## config.mk

```make
export PLATFORM = sky130hd
export DESIGN_NAME = mem_wbuf
export DESIGN_NICKNAME = d
export VERILOG_FILES = /design/src/rtl/mem_wbuf.sv
export SDC_FILE = /design/constraint.sdc
export NUM_CORES = 1
export LEC_CHECK = 0
export CAP_MARGIN = 15
export CORE_ASPECT_RATIO = 0.8
export CORE_MARGIN = 2
export CORE_UTILIZATION = 50
export CTS_CLUSTER_SIZE = 20
export DETAILED_ROUTE_END_ITERATION = 10
export GPL_ROUTABILITY_DRIVEN = 0
export GPL_TIMING_DRIVEN = 0
export PLACE_DENSITY_LB_ADDON = 0.2
export REMOVE_ABC_BUFFERS = 1
export SYNTH_ARGS = -nofsm -noshare
export SYNTH_HDL_FRONTEND = slang
export SYNTH_SLANG_ARGS = --single-unit
```

## constraint.sdc

```tcl
create_clock -name clk_i -period 2.9 [get_ports clk_i]
set_input_delay 0.58 -clock clk_i [delete_from_list [all_inputs] [get_ports clk_i]]
set_output_delay 0.58 -clock clk_i [all_outputs]
set_load 0.01 [all_outputs]
```

## src/rtl/mem_wbuf.sv

```systemverilog
`default_nettype none
// ============================================================================
// mem_wbuf : posted-store write buffer retiring stores as Wishbone classic
//            writes; MEM_WBUF_FWD_EN enables load forwarding of full words.
// rev 1.0
// ============================================================================
module mem_wbuf #(
  parameter int DEPTH = 4
) (
  input  logic        clk_i,
  input  logic        rst_i,
  input  logic [31:0] address_i,
  input  logic [31:0] data_i,
  input  logic [3:0]  sel_i,
  input  logic        we_i,
  output logic        stall_o,
  output logic        empty_o,
  input  logic [31:0] rd_address_i,
  output logic        fwd_hit_o,
  output logic [31:0] fwd_data_o,
  output logic        fwd_conflict_o,
  output logic [31:0] wb_adr_o,
  output logic [31:0] wb_dat_o,
  output logic [3:0]  wb_sel_o,
  output logic        wb_we_o,
  output logic        wb_cyc_o,
  output logic        wb_stb_o,
  input  logic        wb_ack_i,
  input  logic        wb_err_i,
  output logic        err_o
);

  localparam int          AW   = $clog2(DEPTH);
  localparam logic [AW:0] FULL = (AW+1)'(DEPTH);

  typedef enum logic [0:0] {
    IDLE = 1'b0,
    BUS  = 1'b1
  } state_t;

  state_t state, state_nxt;

  logic [29:0]   addr_mem [DEPTH];
  logic [31:0]   data_mem [DEPTH];
  logic [3:0]    sel_mem  [DEPTH];
  logic [AW-1:0] head, tail, idx;
  logic [AW:0]   count;
  logic          push, pop, start;
  logic          match;
  logic          unused_ok;

  assign push    = we_i & (count != FULL);
  assign stall_o = we_i & (count == FULL);
  assign pop     = (state == BUS) & (wb_ack_i | wb_err_i);
  assign empty_o = (count == '0) & (state == IDLE);

  assign unused_ok = ^{address_i[1:0], rd_address_i[1:0]};

  always_comb begin
    state_nxt = state;
    start     = 1'b0;
    case (state)
      IDLE: if (count != '0) begin
        state_nxt = BUS;
        start     = 1'b1;
      end
      BUS: if (wb_ack_i | wb_err_i) state_nxt = IDLE;
      default: state_nxt = IDLE;
    endcase
  end

  always_ff @(posedge clk_i) begin
    if (rst_i) state <= IDLE;
    else       state <= state_nxt;
  end

  always_ff @(posedge clk_i) begin
    if (rst_i) begin
      head  <= '0;
      tail  <= '0;
      count <= '0;
    end else begin
      if (push) tail <= tail + 1'b1;
      if (pop)  head <= head + 1'b1;
      case ({push, pop})
        2'b10:   count <= count + 1'b1;
        2'b01:   count <= count - 1'b1;
        default: count <= count;
      endcase
    end
  end

  always_ff @(posedge clk_i) begin
    if (push) begin
      addr_mem[tail] <= address_i[31:2];
      data_mem[tail] <= data_i;
      sel_mem[tail]  <= sel_i;
    end
  end

  // Bus outputs are registered; address/data/sel simply hold after the cycle ends.
  always_ff @(posedge clk_i) begin
    if (rst_i) begin
      wb_adr_o <= '0;
      wb_dat_o <= '0;
      wb_sel_o <= '0;
      wb_we_o  <= 1'b0;
      wb_cyc_o <= 1'b0;
      wb_stb_o <= 1'b0;
      err_o    <= 1'b0;
    end else begin
      err_o <= pop & wb_err_i;
      if (start) begin
        wb_adr_o <= {addr_mem[head], 2'b00};
        wb_dat_o <= data_mem[head];
        wb_sel_o <= sel_mem[head];
        wb_we_o  <= 1'b1;
        wb_cyc_o <= 1'b1;
        wb_stb_o <= 1'b1;
      end else if (pop) begin
        wb_we_o  <= 1'b0;
        wb_cyc_o <= 1'b0;
        wb_stb_o <= 1'b0;
      end
    end
  end

`ifdef MEM_WBUF_FWD_EN
  logic        match_full;
  logic [31:0] match_data;

  // Scan oldest to youngest so the last hit (nearest the tail) wins.
  always_comb begin
    match      = 1'b0;
    match_full = 1'b0;
    match_data = '0;
    idx        = head;
    for (int i = 0; i < DEPTH; i++) begin
      idx = head + AW'(i);
      if (((AW+1)'(i) < count) && (addr_mem[idx] == rd_address_i[31:2])) begin
        match      = 1'b1;
        match_full = (sel_mem[idx] == 4'hF);
        match_data = data_mem[idx];
      end
    end
  end

  assign fwd_hit_o      = match & match_full;
  assign fwd_data_o     = fwd_hit_o ? match_data : '0;
  assign fwd_conflict_o = match & ~match_full;
`else
  always_comb begin
    match = 1'b0;
    idx   = head;
    for (int i = 0; i < DEPTH; i++) begin
      idx = head + AW'(i);
      if (((AW+1)'(i) < count) && (addr_mem[idx] == rd_address_i[31:2]))
        match = 1'b1;
    end
  end

  assign fwd_hit_o      = 1'b0;
  assign fwd_data_o     = '0;
  assign fwd_conflict_o = match;
`endif

endmodule
`default_nettype wire

```

* Yosys cells after proc, flatten, opt, wreduce, memory -nomap -nowiden *
Memories as Yosys holds them, arrays and structs flattened. A register that Yosys moved wholly into a read port is not among the register bits.
Index checks and enable logic that the tools add are counted.

word-level totals
  register bits = 40
  bits in writable memories = 264
  input port bits = 105
  logic and storage cells = 58
  memories = 3

memory list
  name      words  width  rd ports  clocked after Yosys merged registers in  write ports  line  text
  data_mem  4      32     1         1                                        1            44    logic [31:0] data_mem [DEPTH];
  addr_mem  4      30     4         1                                        1            43    logic [29:0] addr_mem [DEPTH];
  sel_mem   4      4      1         1                                        1            45    logic [3:0] sel_mem [DEPTH];

cells by class
  add/subtract/negate cells = 6
  order comparisons = 4
  equality and inequality tests = 8
  muxes and demuxes = 15
  bitwise logic cells = 7
  reduce and logical (&&, ||, !) cells = 8

operator list
  kind                                                        number
  == test 30 bit                                              4
  2-to-1 mux 1 bit                                            11
  less-than comparator 1 x 3 -> 1 bit (first input constant)  2
  less-than comparator 2 x 3 -> 1 bit (first input constant)  2
  case mux 3 bit (2 select lines)                             1
  AND 1 bit                                                   5
  adder 2 x 1 -> 2 bit (second input constant)                2
  adder 2 bit (second input constant)                         2
  logical AND 1 bit                                           4
  2-to-1 mux 2 bit                                            2
  nonzero test 2 bit                                          2
  adder 3 x 1 -> 3 bit (second input constant)                1
  == test 3 bit (second input constant)                       1
  logical NOT 3 bit                                           1
  != test 3 bit (second input constant)                       1
  nonzero test 3 bit                                          1
  subtractor 3 x 1 -> 3 bit (second input constant)           1
  == test 2 x 1 -> 1 bit (second input constant)              1
  == test 2 bit (second input constant)                       1
  case mux 1 bit (2 select lines)                             1
  inverter 1 bit                                              1
  bitwise OR 1 bit                                            1

* Logic depth before layout (Yosys ltp) *
Gate-level depths: netlist of run 1.
An unclocked memory read counts as a cell.

  word-level depth = 7
  gate-level depth with buffers = 12
  gate-level depth less buffers = 8

* Worst setup path before layout of run 1 *
No wires, ideal clock.

  kind = register to register
  start point = register count[0]
  end point = memory addr_mem[1][0], enable pin
  arrival time = 2.691 ns
  data required time = 2.469 ns
  setup slack = -0.222 ns
  stages on the path, launching flop included = 5
  path buffers = 0
  path through = dfxtp_1 > inv_1 > ha_1 > a21boi_1 > and2_1

on the way
  longest elaborated chain between the ends = 4

RTL lines
  element                                 line  text
  start, declared                         47    logic [AW:0] count;
  start signal, assigned                  86    2'b10: count <= count + 1'b1;
  start signal, assigned                  87    2'b01: count <= count - 1'b1;
  start signal, assigned                  88    default: count <= count;
  != test 3 bit                           52    assign push = we_i & (count != FULL);
  AND 1 bit                               52
  2-to-1 mux 1 bit                        94    if (push) begin
  2-to-1 mux 1 bit (not written as such)  95    addr_mem[tail] <= address_i[31:2];
  end, declared                           43

Every way passes these cells.

* Final worst setup path of run 1 *
  start point = register head[0]
  end point = output port fwd_conflict_o

on the way
  longest elaborated chain between the ends = 7

RTL lines
  element                        line  text
  start, declared                46    logic [AW-1:0] head, tail, idx;
  start signal, assigned         84    if (pop) head <= head + 1'b1;
  adder 2 x 1 -> 2 bit           156   idx = head + AW'(i);
  memory read (4 x 30 bit) (*)   n/a
  == test 30 bit                 157   if (((AW+1)'(i) < count) && (addr_mem[idx] == rd_address_i[31:2]))
  logical AND 1 bit              157
  2-to-1 mux 1 bit (2 in a row)  157
  2-to-1 mux 1 bit (*)           157
  end, declared                  21    output logic fwd_conflict_o,

Mark *: on every way between the ends. The rest lies on a longest branch, timed or not.

==> impl_results.md, run 1 <==
* Status: complete, but fails checks
* Failing checks: negative setup slack
* Post-Synth XOR/XNOR Area at 5.18%
* Post-route ant nets at 0
* Critical Path End Type: output port
* Total congestion overflow at 0
* Maxcap violations at 0
* Worst-margin pin slew at 0.693 ns
* Hold Path Depth at 2
* Sequential fraction of the synthesis area at a little under three fifths
* End of the worst hold path: wb_dat_o[16]
* Via density at between 6 and 7
* Final setup violation count at 1
* Port bufs at ~170
* Syn Inst Count at 1,192
* Critical Path Fanout Max at 7
* I/O pin count at approximately 210
* Clk buf depth at 3
* Req. time, crit path at between 2 and 2.5 ns
* Adder-Cell Fraction of Synth Area at less than 1%
* Maximum VDD drop at between 1 and 1.5 mV
* Critical path data arrival time at 3.41 ns
* Layout area overhead at 24.2%
* Total Wirelength at 44.8 mm
* Final WS setup at -1.09 ns
* Die Ht at about 170 µm
* TritonCTS buffer count at 36
* Synth warn at 0
* Clk sinks at roughly 340
* Share of layout cells above drive strength 1 at ~18%
* Synth unique cells at 58
* Combinational family with the most area after synthesis: multiplexers
* Clk Latency, worst-skew pair at ~0.53 ns
* Hold Vio Cnt, Final at 0
* Worst R2R Start: count[0]
* Fillers at ~2,400
* Wirelength per Cell at about 25 µm
* Hold/Removal Path Class: reg2reg
* Final net count at roughly 1,500
* Final Slew Violations at 0
* Critical path origin: head[0]
* First-pass GRT wire length at roughly 67 mm
* H-tree levels at 2
* Total die area at between 30,000 and 40,000 µm²
* Floorplan Core Area at roughly 33,000 µm²
* Hold Startpoint: wb_dat_o[16]
* Setup slack, reg-to-reg at ~0.27 ns
* Largest net degree at the start of global routing at 67
* DRC viols at 0
* Worst Hold Slack at between 0.4 and 0.5 ns
* Starting Density at approximately half
* Clock slew at the register clock pins of the worst setup and hold paths at approximately 0.06 ns
* Total track usage at 25.5%
* Die Span X at 208 µm
* Vias in the first global route at about 11,000
* Cell Pwr Density at 896 nW/µm²
* EDFF count, synth at about 260
* Cell Area, Synth at 16,600 µm²
* Worst Reg-to-Reg Cells at 5
* Setup TNS at -1.09 ns
* Flops & latches, synth at between 300 and 400
* CTS root buffer: clkbuf_16
* Most used DFF post-synth: edfxtp_1
* CP Launch Type: flop
* Avg Inst Size Synth at roughly 14 µm²
* Simple-gate share of the synthesized area at under 10%
* Vias post-DR at ~11,000
* Reg-to-Reg End: sel_mem[1][3]
* Post-synth ARST share at 0%
* Compound-gate portion of the synthesized area at under 10%
* DRT Pass-1 Iters at 5
* DRT iter0 DRCs at 1,064
* Setup CP Type: reg2out
* Leakage at 0.00668 µW
* Detailed placement HPWL at 28.7 mm
* Headroom to the max-slew limit at 53.8%
* Mux cell area share after synthesis at roughly 20%
* Initial antenna violation count at 4
* Period Utilization, post-route at 138%
* Clock skew at 0.0118 ns
* Fmax at ~250 MHz
* Period minus WS final at 3.99 ns
* Rows at roughly 60
* CTS tree: yes
* RSZ-0062 raised after global routing: yes
==> cell type report <==
type / count / area [µm²] / area share (%)
sequential: 342 / 9500 / 46.2
multi-input combinational: 751 / 6750 / 32.8
timing repair buffer: 225 / 2600 / 12.6
clock buffer: 52 / 1000 / 4.87
tap: 427 / 534 / 2.60
clock inverter: 13 / 131 / 0.639
inverter: 11 / 41.3 / 0.201
antenna: 3 / 7.51 / 0.0365
==> placed cells by master (no fill, tap or decap), types with 4 or more instances in the layout <==
| cell | instances |
|---|---|
| nand2b_1 | 7 |
| o2bb2ai_1 | 6 |
| a21oi_1 | 84 |
| xnor2_2 | 5 |
| o21ai_0 | 15 |
| clkbuf_16 | 37 |
| clkbuf_1 | 12 |
| buf_4 | 21 |
| nand4_1 | 10 |
| o2111ai_1 | 5 |
| clkdlybuf4s50_1 | 170 |
| dfxtp_4 | 4 |
| nand2_1 | 145 |
| nor3_1 | 10 |
| mux2i_2 | 10 |
| o211ai_1 | 4 |
| a211oi_1 | 4 |
| ha_1 | 9 |
| buf_12 | 13 |
| mux2i_1 | 77 |
| clkinv_1 | 4 |
| mux2i_4 | 8 |
| nor2_1 | 29 |
| and3_1 | 4 |
| inv_1 | 10 |
| buf_16 | 12 |
| dfxtp_1 | 74 |
| xnor2_1 | 55 |
| conb_1 | 35 |
| nor4_1 | 12 |
| mux4_2 | 97 |
| edfxtp_1 | 264 |
| clkbuf_8 | 4 |
| xor2_1 | 36 |
| and2_4 | 4 |
| o22ai_1 | 14 |
| nand3_1 | 7 |
| mux2_2 | 8 |
| a22oi_1 | 6 |
==> synth_stat cells, drive strengths merged (7+ instances only) <==
master,number,area share (%)
xnor2,62,3.3
nor3,10,0.30
nand2,145,3.3
nor4,15,0.57
nor2,29,0.66
mux2,10,0.70
o22ai,14,0.53
mux4,97,13
inv,11,0.25
dfxtp,78,9.4
mux2i,95,5.8
o21ai,15,0.45
ha,9,0.68
nand4,10,0.38
edfxtp,264,48
xor2,36,1.9
buf,80,3.4
a21oi,84,2.5
clkbuf,42,0.95
nand3,7,0.21
nand2b,8,0.30
==> stage by stage <==
step | setup slack (ns) | std cells | power [µW] | util (%) | instance area (µm²)
final | -1.09 | 1824 | 18400 | 63.2 | 20600
after global routing | -1.11 | 1821 | 19300 | 63.2 | 20600
after CTS | -1.07 | 1803 | 18200 | 62.2 | 20200
after detailed placement | -1.64 | 1718 | 13100 | 57.2 | 18600
after global placement | -8.30 | 1704 | 10900 | 56.1 | 18200
after floorplan | -5.08 | 1104 | 10200 | - | 16000
==> registers in the layout, indices dropped and copies added, names as in the netlist, 2 cells and up, named ones only <==
register and flops:
wb_adr_o 30, addr_mem 120, tail 2, wb_sel_o 4, data_mem 128, count 3
sel_mem 16, head 2, wb_dat_o 32
==> worst max-delay path, cell delays in order, from the launching register on <==
cell and delay [ns]:
dfxtp_4 0.41, buf_16 0.16, buf_12 0.14, mux4_2 0.56
xnor2_4 0.26, nand4_1 0.17, or3_1 0.39, or4_1 0.49
nand4b_1 0.16, buf_2 0.15
==> kinds of logic (layout without fill, tap and decap cells) <==
logic type | count (synthesis) | count (layout)
DFF | 342 | 342
xor gates and xnor gates | 98 | 98
and+or+nand+nor | 243 | 243
AOI/OAI and AO/OA | 164 | 164
other | 1 | 38
buffers and inverters | 133 | 301
adders and majority gates | 9 | 9
muxes | 202 | 202
==> worst max path at each step <==
stage / slack (ns) / cells past startpoint / to
2_1_floorplan: -5.08 / 6 / fwd_conflict_o
3_3_place_gp: -8.30 / 7 / fwd_conflict_o
3_5_place_dp: -1.64 / 8 / fwd_conflict_o
4_1_cts: -1.07 / 10 / fwd_conflict_o
5_1_grt: -1.11 / 11 / fwd_conflict_o
6_report: -1.09 / 9 / fwd_conflict_o
==> where the power goes <==
part           internal, µW  switching [µW]
Combinational          3630            3830
Clock                  2590            1880
Sequential             6060             430
Total                 12300            6140
==> layer usage <==
| metal | wire length, µm | up-vias | track usage (%) |
|---|---|---|---|
| li1 | - | 4839 | - |
| met1 | 19400 | 5541 | 36.9 |
| met2 | 20200 | 525 | 38.6 |
| met3 | 4240 | 79 | 6.73 |
| met4 | 930 | 2 | 6.43 |
| met5 | 13 | - | 0 |
==> what timing repair did <==
action / in CTS / in global routing
gates resized for setup: 29 / 38
setup buffers: 14 / 19
endpoints found under the setup margin: 1 / 1
hold endpoints to repair: 0 / 0
cloned: 6 / 1
pin swaps: 1 / 11
hold buffers: 0 / 0
(Power assumes the default switching activity.)
==> inputs of run 2 (changes only) <==
--- a/config.mk
+++ b/config.mk
@@ -5,6 +5,7 @@
 export SDC_FILE = /design/constraint.sdc
 export NUM_CORES = 1
 export LEC_CHECK = 0
+export ABC_CLOCK_PERIOD_IN_PS = 2900
 export CAP_MARGIN = 15
 export CORE_ASPECT_RATIO = 0.8
 export CORE_MARGIN = 2
@@ -14,7 +15,6 @@
 export GPL_ROUTABILITY_DRIVEN = 0
 export GPL_TIMING_DRIVEN = 0
 export PLACE_DENSITY_LB_ADDON = 0.2
-export REMOVE_ABC_BUFFERS = 1
 export SYNTH_ARGS = -nofsm -noshare
 export SYNTH_HDL_FRONTEND = slang
 export SYNTH_SLANG_ARGS = --single-unit
==> run 2 against run 1 <==
  * The flow still finishes with violations (negative setup slack)
  * Clock power increased by 3%
  * Cell area is 1.0% higher
  * Non-clock buffer count is 75 higher
  * Via count rose by 6.5%
  * First-iteration DRC count rose by 44%
  * Final cell count grew 4.1%
  * Clock skew grew 0.0078 ns
  * Clock-buffer cell count shrank 7
  * Wire length rose by 9.8%
  * Critical path depth fell by 1
  * Setup slack worse by 0.020 ns
  * Fmax decreased by 0.49%
  * Largest cell class unchanged
==> impl_results.md, run 2 (synthesis gave the netlist of run 1 again) <==
* Wirelength per Cell at 25.9 µm (+5.5%)
* Clock share of power at 24.4% (about the same)
* Setup slack, reg-to-reg at 0.26 ns (about the same)
* Switching power of the nets at 6450 µW (+5.0%)
* First-pass GRT wire length at 72.5 mm (+8.7%)
* RSZ-0062 raised after global routing: yes
* Period Utilization, post-route at 138% (+0.68 points)
* Initial antenna violation count at 4 (unchanged)
* Leakage at 0.00688 µW (+3.0%)
* Critical path data arrival time at 3.43 ns (+0.02 ns)
* Clock skew at 0.0196 ns (+0.00783 ns)
* Reg power frac at 34.5% (-0.7 points)
* Sw frac at 34.3% (+1.0 points)
* Grt met3 use at 7.47% (+0.74 points)
* CP bufs+invs at 2 (-1)
* Cell Pwr Density at 904 nW/µm² (+0.90%)
* Die Span X at 208 µm (unchanged)
* Internal power at 12,300 µW (+0.37%)
* Total track usage at 28.1% (+2.6 points)
* I/O pin count at 213 (unchanged)
* Most frequent cells in the layout: 264 x edfxtp_1, 155 x clkdlybuf4s50_1, 145 x nand2_1
* DRC viols at 0 (unchanged)
* Maximum VDD drop at 0.530 mV (-49%)
* Most flop-heavy register: data_mem
* DRT iter0 DRCs at 1,533 (+44%)
* Largest net degree at the start of global routing at 48 (-28%)
* CP Launch Type: flop
* Delay-heaviest family, CP: simple AND/OR/NAND/NOR gates
* TritonCTS buffer count at 35 (-2.8%)
* CTS root buffer: clkbuf_16
* Floorplan Core Area at 32,600 µm² (unchanged)
* GRT busiest layer: met2
* Hold Vio Cnt, Final at 0 (unchanged)
* Clock slew at the register clock pins of the worst setup and hold paths at 0.06 ns (about the same)
* Vias in the first global route at 11,251 (+4.8%)
* Maxcap violations at 0 (unchanged)
* Worst-margin pin slew at 0.718 ns (+0.0249 ns)
* Total die area at 34,600 µm² (unchanged)
* Clk Latency, worst-skew pair at 0.52 ns (about the same)
* Setup CP Type: reg2out
* Worst Hold Slack at 0.451 ns (-0.000742 ns)
* Total Wirelength at 49.1 mm (+9.8%)
* Hold/Removal Path Class: reg2reg
* Critical Path End Type: output port
* Final Slew Violations at 0 (unchanged)
* Req. time, crit path at 2.32 ns (about the same)
* Crit path cell chain: buf_4, mux2i_1, o22ai_1, a211oi_1, nand4_1, or4_1, nand4b_1, buf_2
* Setup TNS at -1.11 ns (-0.0196 ns)
* Slowest CP cell: or4_1
* Total congestion overflow at 0 (unchanged)
* Clk sinks at 342 (unchanged)
* Post-route ant nets at 0 (unchanged)
* Share of layout cells above drive strength 1 at 20.3% (+2.0 points)
* Status: complete, but fails checks
* Failing checks: negative setup slack
* Final WS setup at -1.11 ns (-0.0196 ns)
* Rows at 59 (unchanged)
* Most common cell after layout, fill and taps aside: edfxtp_1
* Critical Path Fanout Max at 10 (+3)
* Max reg flops at 128 (unchanged)
* Clk buf depth at 3 (unchanged)
* Via density at 6.16 (+2.3%)
* Detailed placement HPWL at 35.2 mm (+23%)
* DRT Pass-1 Iters at 5 (unchanged)
* Vias post-DR at 11,696 (+6.5%)
* Final net count at 1,555 (+5.0%)
* Final setup violation count at 1 (unchanged)
* Met1 Track Usage GR at 41.0% (+4.1 points)
* Regs by FF count: data_mem x128, addr_mem x120, wb_dat_o x32
* Max incr delay on CP at 0.53 ns (-0.03 ns)
* Port bufs at 156 (-9.8%)
* Met2 global-route usage at 41.3% (+2.7 points)
* Fmax at 249 MHz (-0.49%)
* CTS tree: yes
* Layout area overhead at 25.4%
* Starting Density at 50.9% (unchanged)
* H-tree levels at 2 (unchanged)
* Headroom to the max-slew limit at 52.1% (-1.7 points)
* CTS hold repair buffers at 0 (unchanged)
* Die Ht at 167 µm (unchanged)
* Combinational Power Share at 41.0% (+0.5 points)
* Period minus WS final at 4.01 ns (+0.0196 ns)
run 2: cell types whose count changed in the layout (fill, tap and decap cells not counted), moves of 4 or more:
cell and change:
buf_1 +10, buf_16 -7, buf_2 +5, buf_4 +41, clkbuf_1 +31, clkdlybuf4s50_1 -15
dfxtp_4 -4, mux2i_1 +5, mux2i_4 -4
run 2: final timing paths:
kind,endpoint,depth (start not counted),from
worst min-delay path,wb_adr_o[3],2,wb_adr_o[3]
worst min register to register,wb_adr_o[3],2,wb_adr_o[3]
worst max register to register,wb_dat_o[4],10,head[1]
worst max-delay path,fwd_conflict_o,8,flop
run 2: through the flow:
| stage | worst slack, ns | utilization (%) | instance area, µm² | std cells | total power, µW |
|---|---|---|---|---|---|
| after floorplan | 0.00795 | - | 16700 | 1226 | 10700 |
| after global placement | -1.84 | 57.8 | 18800 | 1809 | 13300 |
| after detailed placement | -1.72 | 58.2 | 18900 | 1813 | 13400 |
| after CTS | -1.04 | 63.4 | 20600 | 1890 | 18600 |
| after global routing | -1.13 | 63.8 | 20800 | 1896 | 19500 |
| final | -1.11 | 63.8 | 20800 | 1898 | 18800 |
run 2: routing by layer:
metal	vias to the layer above	part of all wire, %
met5	-	0
met3	124	13
met4	0	3.1
met2	815	44
li1	4974	-
met1	5783	41
run 2: what timing repair did:
| action | 4_1_cts | 5_1_grt |
|---|---|---|
| gates cloned | 2 | 0 |
| setup buffers | 13 | 4 |
| gates resized for setup | 79 | 20 |
| endpoints found under the setup margin | 30 | 17 |
| pin swaps | 13 | 11 |
run 2: area by class of cell:
cell class | count | area (µm²)
antenna | 4 | 10.0
buffer | 121 | 916
clock buffer | 45 | 943
clock inverter | 18 | 235
fill | 2416 | 11800
inverter | 11 | 41.3
multi-input combinational | 751 | 6740
sequential | 342 | 9490
tap | 427 | 534
timing repair buffer | 179 | 1870
run 2: power by group through the flow:
stage          Combinational (µW)  Sequential (µW)  Clock (µW)
6_report                     7710             6480        4590
2_1_floorplan                4040             6640           0
3_5_place_dp                 6900             6550           0
4_1_cts                      7490             6470        4640
5_1_grt                      8100             6550        4830
3_3_place_gp                 6780             6540           0
run 2: worst register-to-register path: stages (launching register included):
cell and delay, ns:
dfxtp_1 0.31, buf_4 0.22, buf_6 0.23, buf_6 0.23, buf_6 0.20, buf_6 0.21
buf_4 0.25, buf_2 0.33, mux4_2 0.35, nand2_1 0.10, a21oi_1 0.08
==> inputs of run 3 (changes only) <==
--- a/config.mk
+++ b/config.mk
@@ -5,11 +5,11 @@
 export SDC_FILE = /design/constraint.sdc
 export NUM_CORES = 1
 export LEC_CHECK = 0
-export ABC_CLOCK_PERIOD_IN_PS = 2900
+export ABC_CLOCK_PERIOD_IN_PS = 4700
 export CAP_MARGIN = 15
 export CORE_ASPECT_RATIO = 0.8
 export CORE_MARGIN = 2
-export CORE_UTILIZATION = 50
+export CORE_UTILIZATION = 60
 export CTS_CLUSTER_SIZE = 20
 export DETAILED_ROUTE_END_ITERATION = 10
 export GPL_ROUTABILITY_DRIVEN = 0
==> constraint.sdc (replaced) <==
create_clock -name clk_i -period 4.7 [get_ports clk_i]
set_input_delay 0.94 -clock clk_i [delete_from_list [all_inputs] [get_ports clk_i]]
set_output_delay 0.94 -clock clk_i [all_outputs]
set_load 0.01 [all_outputs]
==> run 3 against run 2 <==
  * The run now ends clean
  * Non-clock buffer count fell by 19
  * Critical endpoint unchanged
  * Die area down 16%
  * First-iteration DRC count rose by 4.2%
==> impl_results.md, run 3 (synthesis gave the netlist of run 1 again) <==
* Period Utilization, post-route at 99.3%
* Leakage at 0.00667 µW (-3.0%)
* Regs by FF count: data_mem x128, addr_mem x120, wb_dat_o x32
* Finished Layout Cells at 1,814 (-4.4%)
* Via density at 6.47 (+5.0%)
* DRC viols at 0 (unchanged)
* Hold Vio Cnt, Final at 0 (unchanged)
* Rows at 54 (-8.5%)
* Largest net degree at the start of global routing at 50 (+4.2%)
* Pwr Total at 11,300 µW (-40%)
* Most common cell after layout, fill and taps aside: edfxtp_1
* Final setup violation count at 0 (-1)
* Final net count at 1,536 (-1.2%)
* I/O pin count at 213 (unchanged)
* Critical Path Fanout Max at 10 (unchanged)
* Max reg flops at 128 (unchanged)
* Worst-margin pin slew at 0.744 ns (+0.0254 ns)
* Fmax at 214 MHz
* Die Ht at 153 µm (-8.5%)
* CTS hold repair buffers at 0 (unchanged)
* Most frequent cells in the layout: 264 x edfxtp_1, 155 x clkdlybuf4s50_1, 145 x nand2_1
* Initial antenna violation count at 2 (-2)
* Cell Pwr Density at 558 nW/µm² (-38%)
* Post-route ant nets at 0 (unchanged)
* Headroom to the max-slew limit at 50.4% (-1.7 points)
* First-pass GRT wire length at 69.6 mm (-4.1%)
* Max incr delay on CP at 0.48 ns (-0.05 ns)
* DRT iter0 DRCs at 1,597 (+4.2%)
* Layout area overhead at 22.2%
* CP Launch Type: flop
* Port bufs at 156 (unchanged)
* Maxcap violations at 0 (unchanged)
* Detailed placement HPWL at 33.3 mm (-5.5%)
* Total die area at 29,000 µm² (-16%)
* Hold/Removal Path Class: reg2reg
* Placed insts at 1,750 (-3.5%)
* Share of layout cells above drive strength 1 at 18.2% (-2.1 points)
* Clk buf depth at 3 (unchanged)
* Clock slew at the register clock pins of the worst setup and hold paths at 0.06 ns (about the same)
* Slowest CP cell: a2111oi_4
* Clk sinks at 342 (unchanged)
* Floorplan Core Area at 27,200 µm² (-16%)
* Period minus WS final at 4.67 ns
* Req. time, crit path at 3.76 ns (+1.44 ns)
* Final Slew Violations at 0 (unchanged)
* CTS tree: yes
* Most flop-heavy register: data_mem
* CTS root buffer: clkbuf_16
* Die Span X at 190 µm (-8.5%)
* TritonCTS buffer count at 35 (unchanged)
* Setup CP Type: reg2out
* Postcts setup bufs at 0 (-13)
* Vias post-DR at 11,741 (+0.38%)
* Crit path cell chain: buf_6, buf_8, buf_8, buf_8, buf_8, mux2i_4, o22ai_1, a211oi_1, a21oi_1, a2111oi_4, nand4_1, nand4b_1, dlygate4sd2_1
* Maximum VDD drop at 0.328 mV (-38%)
* CP bufs+invs at 6 (+4)
* H-tree levels at 2 (unchanged)
* Critical path data arrival time at 3.73 ns (+0.30 ns)
* Setup TNS at 0 ns (+1.11 ns)
* Setup slack, reg-to-reg at 1.76 ns (+1.50 ns)
* Starting Density at 60.8% (+10 points)
* Wirelength per Cell at 26.2 µm (+1.2%)
* Critical Path End Type: output port
* DRT Pass-1 Iters at 8 (+3)
* Delay-heaviest family, CP: buffers and inverters
* Total congestion overflow at 0 (unchanged)
* Most used cell, CP: buf_8
* Clk Latency, worst-skew pair at 0.52 ns (about the same)
* Vias in the first global route at 11,191 (-0.53%)
* Clock skew at 0.0125 ns (-0.00712 ns)
* RSZ-0062 raised after global routing: no
* Total track usage at 32.7% (+4.6 points)
* Total Wirelength at 47.5 mm (-3.3%)
* Status: completed
run 3: changes by cell type in the layout (fill, tap and decap cells not counted), moves of 6 or more:
| cell | previous run | this run |
|---|---|---|
| buf_4 | 62 | 50 |
| buf_12 | 14 | 4 |
| buf_8 | 0 | 10 |
| mux2i_1 | 82 | 88 |
run 3: stage by stage:
| step | setup WS, ns | hold slack, ns | utilization (%) | area, µm² |
|---|---|---|---|---|
| after global placement | -0.531 | 0.442 | 68.7 | 18700 |
| after detailed placement | -0.401 | 0.448 | 69.1 | 18800 |
| after global routing | 0.0155 | 0.471 | 74.3 | 20200 |
| after CTS | 0.188 | 0.456 | 74.1 | 20200 |
| final | 0.0349 | 0.453 | 74.3 | 20200 |
| after floorplan | 0.927 | 0.451 | - | 16700 |
run 3: final cells by class:
type / count / area, µm²
diodes: 2 / 5.00
clock inverters: 18 / 246
clock buffers: 45 / 923
repair buffers: 160 / 1660
multi-input cells: 751 / 6600
inverters: 11 / 41.3
well taps: 364 / 455
fillers: 1735 / 6980
flip-flops and latches: 342 / 9490
plain buffers: 121 / 826
run 3: worst reg2reg max path, stage by stage, from the launching register on:
cell and delay (ns):
dfxtp_1 0.44, inv_1 0.12, ha_1 0.26, nand2b_1 0.15, nor2b_1 0.38, clkbuf_1 0.56, clkbuf_1 0.56, nand2_1 0.16
a21oi_1 0.22
run 3: report_power, final:
part / internal (µW) / switching, µW / total [µW]
Sequential: 3740 / 263 / 4000
Combinational: 1950 / 2500 / 4450
Clock: 1680 / 1160 / 2840
run 3: worst paths after layout:
path	start	endpoint	cells past startpoint
worst max-delay path	head[0]	fwd_conflict_o	13
worst min-delay path	wb_dat_o[4]	wb_dat_o[4]	2
worst max register to register	count[0]	wb_adr_o[9]	8
worst min register to register	wb_dat_o[4]	wb_dat_o[4]	2
run 3: metal layers:
metal / track usage (%) / share of wire [%] / up-vias
li1: - / - / 4947
met1: 46.2 / 38 / 5730
met2: 47.5 / 43 / 896
met3: 11.4 / 14 / 166
met4: 11.8 / 4.2 / 2
met5: 0 / 0.023 / -
run 3: timing repair:
action	4_1_cts	5_1_grt
endpoints found under the setup margin	1	1
pin swaps	4	3
resized for setup	49	14
